`config.mk`:
```
export PLATFORM = sky130hd
export DESIGN_NAME = maple_tx
export DESIGN_NICKNAME = d
export VERILOG_FILES = /design/src/rtl/maple_pkg.sv /design/src/rtl/maple_phase_timer.sv /design/src/rtl/maple_tx.sv
export SDC_FILE = /design/constraint.sdc
export NUM_CORES = 1
export LEC_CHECK = 0
export ABC_AREA = 1
export CORE_MARGIN = 1.5
export CORE_UTILIZATION = 40
export CTS_CLUSTER_SIZE = 25
export DETAILED_ROUTE_END_ITERATION = 16
export SETUP_SLACK_MARGIN = 0.1
export SYNTH_ARGS = -nofsm -noshare
export SYNTH_HDL_FRONTEND = slang
export SYNTH_SLANG_ARGS = --single-unit
```
`constraint.sdc`:
```
create_clock -name clk -period 3.3 [get_ports clk]
set_input_delay 0.66 -clock clk [delete_from_list [all_inputs] [get_ports clk]]
set_output_delay 0.66 -clock clk [all_outputs]
set_load 0.01 [all_outputs]
```
`src/rtl/maple_pkg.sv`:
```
// Shared definitions for the Maple bus transmitter: state encoding,
// slot counts and the fixed start/end line patterns.
package maple_pkg;

  typedef enum logic [1:0] {
    ST_IDLE  = 2'd0,
    ST_START = 2'd1,
    ST_DATA  = 2'd2,
    ST_END   = 2'd3
  } state_t;

  localparam int START_SLOTS    = 10;
  localparam int END_SLOTS      = 6;
  localparam int SLOTS_PER_BYTE = 16;

  // Start pattern {A,B}: (0,1), then (0,0),(0,1) four times, then (1,1).
  // Odd slots carry the B falling edges while A is held low.
  function automatic logic [1:0] start_ab(input logic [3:0] idx);
    if (idx == 4'd0)                         return 2'b01;
    else if (idx == 4'(START_SLOTS - 1))     return 2'b11;
    else                                     return idx[0] ? 2'b00 : 2'b01;
  endfunction

  // End pattern {A,B}: (1,0),(0,0),(1,0),(0,0),(1,0),(1,1).
  function automatic logic [1:0] end_ab(input logic [3:0] idx);
    if (idx == 4'(END_SLOTS - 1))            return 2'b11;
    else                                     return idx[0] ? 2'b00 : 2'b10;
  endfunction

endpackage

```
`src/rtl/maple_phase_timer.sv`:
```
// Slot prescaler: counts PHASE_CLKS cycles per line slot. Flags the final
// cycle of a slot and the one before it, so registered outputs that must be
// valid on the final cycle can be decided one cycle early.
module maple_phase_timer #(
  parameter int PHASE_CLKS = 10
) (
  input  logic clk,
  input  logic rst,
  input  logic clear,
  output logic slot_last,
  output logic slot_prelast
);

  localparam int CW = (PHASE_CLKS > 1) ? $clog2(PHASE_CLKS) : 1;

  logic [CW-1:0] cnt;

  assign slot_last    = (cnt == CW'(PHASE_CLKS - 1));
  assign slot_prelast = (cnt == CW'(PHASE_CLKS - 2));

  // Free-running modulo-PHASE_CLKS counter, realigned when a frame starts.
  always_ff @(posedge clk) begin
    if (rst || clear)   cnt <= '0;
    else if (slot_last) cnt <= '0;
    else                cnt <= cnt + CW'(1);
  end

endmodule

```
`src/rtl/maple_tx.sv`:
```
// Maple bus frame transmitter. Pulls bytes from the TX FIFO and drives
// start pattern, MSB-first data bits and end pattern onto SDCKA/SDCKB.
// All outputs are registered from next-state values, so line changes land
// exactly on slot boundaries.
import maple_pkg::*;

module maple_tx #(
  parameter int PHASE_CLKS = 10,
  parameter int LEN_BITS   = 11
) (
  input  logic                clk,
  input  logic                rst,
  input  logic                start,
  input  logic [LEN_BITS-1:0] len,
  input  logic [7:0]          fifo_data,
  input  logic                fifo_avail,
  output logic                fifo_strobe,
  output logic                sdcka_out,
  output logic                sdckb_out,
  output logic                drive_oe,
  output logic                busy,
  output logic                done,
  output logic                underrun
);

  state_t              state, state_n;
  logic [3:0]          slot, slot_n;
  logic [7:0]          sh, sh_n;
  logic [LEN_BITS-1:0] rem, rem_n;
  logic                und_n, done_n, strobe_n;
  logic [1:0]          ab_n;
  logic [2:0]          bit_k;
  logic                slot_last, slot_prelast;
  logic                accept, fetch_slot;

  assign accept     = (state == ST_IDLE) && start && (len != '0);
  assign fetch_slot = ((state == ST_START) && (slot == 4'(START_SLOTS - 1))) ||
                      ((state == ST_DATA)  && (slot == 4'(SLOTS_PER_BYTE - 1)));
  // Pop decided one cycle ahead so the registered strobe sits on the
  // final cycle of the fetch slot, where fifo_data is captured.
  assign strobe_n   = fetch_slot && slot_prelast && (rem != '0) && fifo_avail;

  maple_phase_timer #(.PHASE_CLKS(PHASE_CLKS)) u_timer (
    .clk          (clk),
    .rst          (rst),
    .clear        (accept),
    .slot_last    (slot_last),
    .slot_prelast (slot_prelast)
  );

  // Next-state: slot sequencing, byte fetch and underrun detection.
  always_comb begin
    state_n = state;
    slot_n  = slot;
    sh_n    = sh;
    rem_n   = rem;
    und_n   = underrun;
    done_n  = 1'b0;
    case (state)
      ST_IDLE: begin
        if (accept) begin
          state_n = ST_START;
          slot_n  = '0;
          rem_n   = len;
          und_n   = 1'b0;
        end
      end
      ST_START, ST_DATA: begin
        if (slot_last) begin
          if (fetch_slot) begin
            slot_n = '0;
            if (fifo_strobe) begin
              sh_n    = fifo_data;
              rem_n   = rem - LEN_BITS'(1);
              state_n = ST_DATA;
            end else begin
              // Bytes still owed but none fetched: abort the frame.
              und_n   = (rem != '0);
              state_n = ST_END;
            end
          end else begin
            slot_n = slot + 4'd1;
          end
        end
      end
      ST_END: begin
        if (slot_last) begin
          if (slot == 4'(END_SLOTS - 1)) begin
            state_n = ST_IDLE;
            slot_n  = '0;
            done_n  = 1'b1;
          end else begin
            slot_n = slot + 4'd1;
          end
        end
      end
      default: state_n = ST_IDLE;
    endcase
  end

  // Line values for the upcoming cycle. Even bits (b7,b5,b3,b1) strobe on
  // A with data on B; odd bits strobe on B with data on A.
  always_comb begin
    ab_n  = 2'b11;
    bit_k = slot_n[3:1];
    case (state_n)
      ST_START: ab_n = start_ab(slot_n);
      ST_DATA: begin
        if (!bit_k[0]) ab_n = {~slot_n[0], sh_n[~bit_k]};
        else           ab_n = {sh_n[~bit_k], ~slot_n[0]};
      end
      ST_END:   ab_n = end_ab(slot_n);
      default:  ab_n = 2'b11;
    endcase
  end

  // State and registered outputs; reset returns to idle with lines released.
  always_ff @(posedge clk) begin
    if (rst) begin
      state       <= ST_IDLE;
      slot        <= '0;
      sh          <= '0;
      rem         <= '0;
      underrun    <= 1'b0;
      done        <= 1'b0;
      fifo_strobe <= 1'b0;
      sdcka_out   <= 1'b1;
      sdckb_out   <= 1'b1;
      drive_oe    <= 1'b0;
      busy        <= 1'b0;
    end else begin
      state       <= state_n;
      slot        <= slot_n;
      sh          <= sh_n;
      rem         <= rem_n;
      underrun    <= und_n;
      done        <= done_n;
      fifo_strobe <= strobe_n;
      sdcka_out   <= ab_n[1];
      sdckb_out   <= ab_n[0];
      drive_oe    <= (state_n != ST_IDLE);
      busy        <= (state_n != ST_IDLE);
    end
  end

endmodule
```
==> reports/qor.json <==
{
  "synth": {
    "synth.yosys.seq_area_share_pct": 30.3,
    "ys_top_cells_by_area": "sky130_fd_sc_hd__dfxtp_1 (30%), sky130_fd_sc_hd__nand2_1 (16%), sky130_fd_sc_hd__nor2_1 (6.5%)",
    "synth.top_cell.area_share_pct": 30.3,
    "post_synthesis_cells": 349,
    "synth.yosys.warnings": 0,
    "postSynthNetCount": 383,
    "ys_ff_latch": 35,
    "synth_cell_types": 30,
    "synth_area_per_cell_um2": 6.63,
    "mappedNetlistArea_um2": 2310,
    "netlist.top_cell.by_area": "sky130_fd_sc_hd__dfxtp_1"
  },
  "global_route": {
    "global_route_wire_length_before_repair_um": 9170,
    "pin_count_of_the_biggest_net_entering_global_routing": 21,
    "grtUsageTotal_pct": 18.4,
    "grt_overflow_total": 0,
    "antenna_found_initial": 0,
    "vias_in_the_first_global_route": 2027
  },
  "pwr": {
    "cellPowerDensity_nw_per_um2": 464,
    "clock_power_share_pct": 26.8,
    "p_int_uw": 828,
    "power.share.sequential_pct": 39.0,
    "power.combinational.fraction_pct": 34.1,
    "net-switching-power_uw": 457,
    "max-vdd-ir-drop_mv": 0.261,
    "leakagePower_nw": 1.31,
    "switching_share_pct": 35.6
  },
  "run": {
    "max-cap-violations": 0
  },
  "clocking": {
    "clock_latency_reported_for_the_late_side_of_the_worst_skew_pair_ns": 0.29,
    "ctsRootBufferMaster": "sky130_fd_sc_hd__clkbuf_8",
    "worst_setup_hold_path_clk_slew_ns": 0.07,
    "post_cts_setup_buffers": 0,
    "tritoncts": "done",
    "cts.hold.buffers_added": 0,
    "max-clock-path-buffers": 2,
    "cts-buffers-inserted": 5,
    "cts-resized-gates": 0,
    "cts.sink_count": 35,
    "cts_htree_levels": 2
  },
  "die": {
    "row_count": 27,
    "floorplan.die.height_um": 79.0,
    "die_x_um": 79.0,
    "initial_core_util_pct": 41.7,
    "io_pins": 30,
    "design.core.area_um2": 5540,
    "dieArea_um2": 6250
  },
  "route": {
    "route.detailed.wl_per_inst_um": 11.7,
    "vias": 2214,
    "route.antenna.remaining_nets": 0,
    "remaining_drc_errors": 0,
    "route.detailed.vias_per_inst": 4.89,
    "total_wirelength_um": 5290,
    "drt-pass1-iter-count": 4,
    "detailedRoute.firstIterationViolations": 133
  },
  "cells_and_area": {
    "finish.net_count": 414,
    "stdcell_area_um2": 2770,
    "final_layout_size_suffix_gt1_share_pct": 10.2,
    "layout.cells.most_common_list": "sky130_fd_sc_hd__nand2_1 (99), sky130_fd_sc_hd__nor2_1 (40), sky130_fd_sc_hd__inv_1 (39)",
    "mostFrequentLayoutCell": "sky130_fd_sc_hd__nand2_1",
    "finalCoreUtilization_pct": 49.9,
    "area_growth_pct": 19.6,
    "antenna_cells": 0
  },
  "critical_path": {
    "crit_path_required_time_ns": 3.49,
    "cp-start-kind": "flop",
    "timing.setup.critical_path_class": "flop to flop",
    "worst_path_max_fanout": 16,
    "critPathArrivalTime_ns": 2.60,
    "end_kind": "flop"
  },
  "place": {
    "buffer_ports.inserted": 29,
    "detailedPlace.worstSlack_ns": 0.750,
    "placed_area_um2": 2670,
    "place.detailed.hpwl_um": 4110,
    "weighted_congestion_at_the_end_of_routability_driven_global_placement": 0.860
  },
  "timing": {
    "fmax_mhz": 416,
    "final.setup.tns_ns": 0,
    "setup_viol": 0,
    "smallest_setup_slack_after_layout_ns": 0.894,
    "clock-skew-final_ns": 0.00629,
    "hold_violations": 0,
    "timing_max_transition_violations_final": 0,
    "rsz_0062_raised_after_global_routing": "no",
    "maxSlewHeadroom_pct": 76.9,
    "fin_crit_sh_pct": 72.9,
    "worst_slew_pin_slew_ns": 0.346,
    "final.min_clock_period_ns": 2.41
  },
  "hold_path": {
    "holdCritPathClass": "flop to flop"
  },
  "outcome": {
    "run_status": "finished clean"
  }
}
-- cell usage after synthesis (all sizes together) --
| library cell | count |
|---|---|
| o21ai | 22 |
| xnor2 | 3 |
| a21oi | 18 |
| nand3 | 26 |
| xor2 | 5 |
| nor2 | 41 |
| a31oi | 3 |
| nand2 | 111 |
| nand4 | 8 |
| buf | 4 |
| clkbuf | 4 |
| o2111ai | 1 |
| a211oi | 4 |
| nor3 | 4 |
| ha | 11 |
| inv | 46 |
| dfxtp | 35 |
| or4 | 1 |
| o211ai | 2 |
-- metrics by stage --
step / cells / hold slack [ns] / total power [mW]
3_5_place_dp: 445 / 0.464 / 0.947
3_3_place_gp: 445 / 0.459 / 0.946
6_report: 453 / 0.473 / 1.28
2_1_floorplan: 349 / 0.445 / 0.832
4_1_cts: 453 / 0.476 / 1.29
5_1_grt: 453 / 0.493 / 1.38
-- kinds of logic (layout without fill, tap and decap cells) --
| group | count (synthesis) | count (layout) | share of synthesized area (%) |
|---|---|---|---|
| buffers and inverters | 54 | 86 | 9.74 |
| AO/OA/AOI/OAI | 50 | 50 | 11.8 |
| flip-flops | 35 | 35 | 30.3 |
| AND/OR/NAND/NOR | 191 | 191 | 39.2 |
| adder cells (fa/ha/maj) | 11 | 11 | 5.95 |
| XOR/XNOR | 8 | 8 | 3.03 |
-- worst max-delay path: stages, from the launching register on --
cell,delay [ns]
sky130_fd_sc_hd__dfxtp_1,0.41
sky130_fd_sc_hd__inv_1,0.13
sky130_fd_sc_hd__ha_1,0.52
sky130_fd_sc_hd__nand2_1,0.13
sky130_fd_sc_hd__inv_1,0.20
sky130_fd_sc_hd__nand3_1,0.10
sky130_fd_sc_hd__o21ai_1,0.10
sky130_fd_sc_hd__nand2_2,0.15
sky130_fd_sc_hd__inv_2,0.23
sky130_fd_sc_hd__o21ai_0,0.13
sky130_fd_sc_hd__a211oi_1,0.22
-- sequential cells by signal (all words and copies together), names as in the netlist, 2 cells and up --
register / cells
rem: 11
sh: 8
state: 2
u_timer.cnt: 4
slot: 4
-- power by group through the flow --
stage	registers, mW	clock network, mW	logic, mW
6_report	0.501	0.345	0.438
5_1_grt	0.506	0.373	0.496
4_1_cts	0.501	0.355	0.438
3_5_place_dp	0.511	0	0.437
3_3_place_gp	0.510	0	0.436
2_1_floorplan	0.507	0	0.326
-- per-layer routing --
layer | vias to the layer above | GRT usage (%) | share of wire, %
met1 | 995 | 26.4 | 53
li1 | 1180 | - | -
met5 | - | 0 | 0
met4 | 0 | 5.26 | 1.0
met3 | 5 | 3.45 | 3.4
met2 | 34 | 28.0 | 42
-- cell type report --
| class | instances | area [um^2] |
|---|---|---|
| clock buffers | 8 | 100 |
| flip-flops and latches | 35 | 701 |
| inverters | 46 | 175 |
| well taps | 72 | 90.1 |
| fillers | 599 | 2780 |
| multi-input cells | 260 | 1390 |
| repair buffers | 32 | 313 |
-- final timing paths --
| path | slack (ns) | to | cells after the start | start |
|---|---|---|---|---|
| worst max-delay path | 0.89 | rem[10] | 10 | state[0] |
| worst min register to register | 0.47 | sh[1] | 2 | sh[1] |
| worst max register to register | 0.89 | rem[10] | 10 | state[0] |
| worst min-delay path | 0.47 | sh[1] | 2 | sh[1] |
No activity file was read; power rests on OpenSTA's default activity.
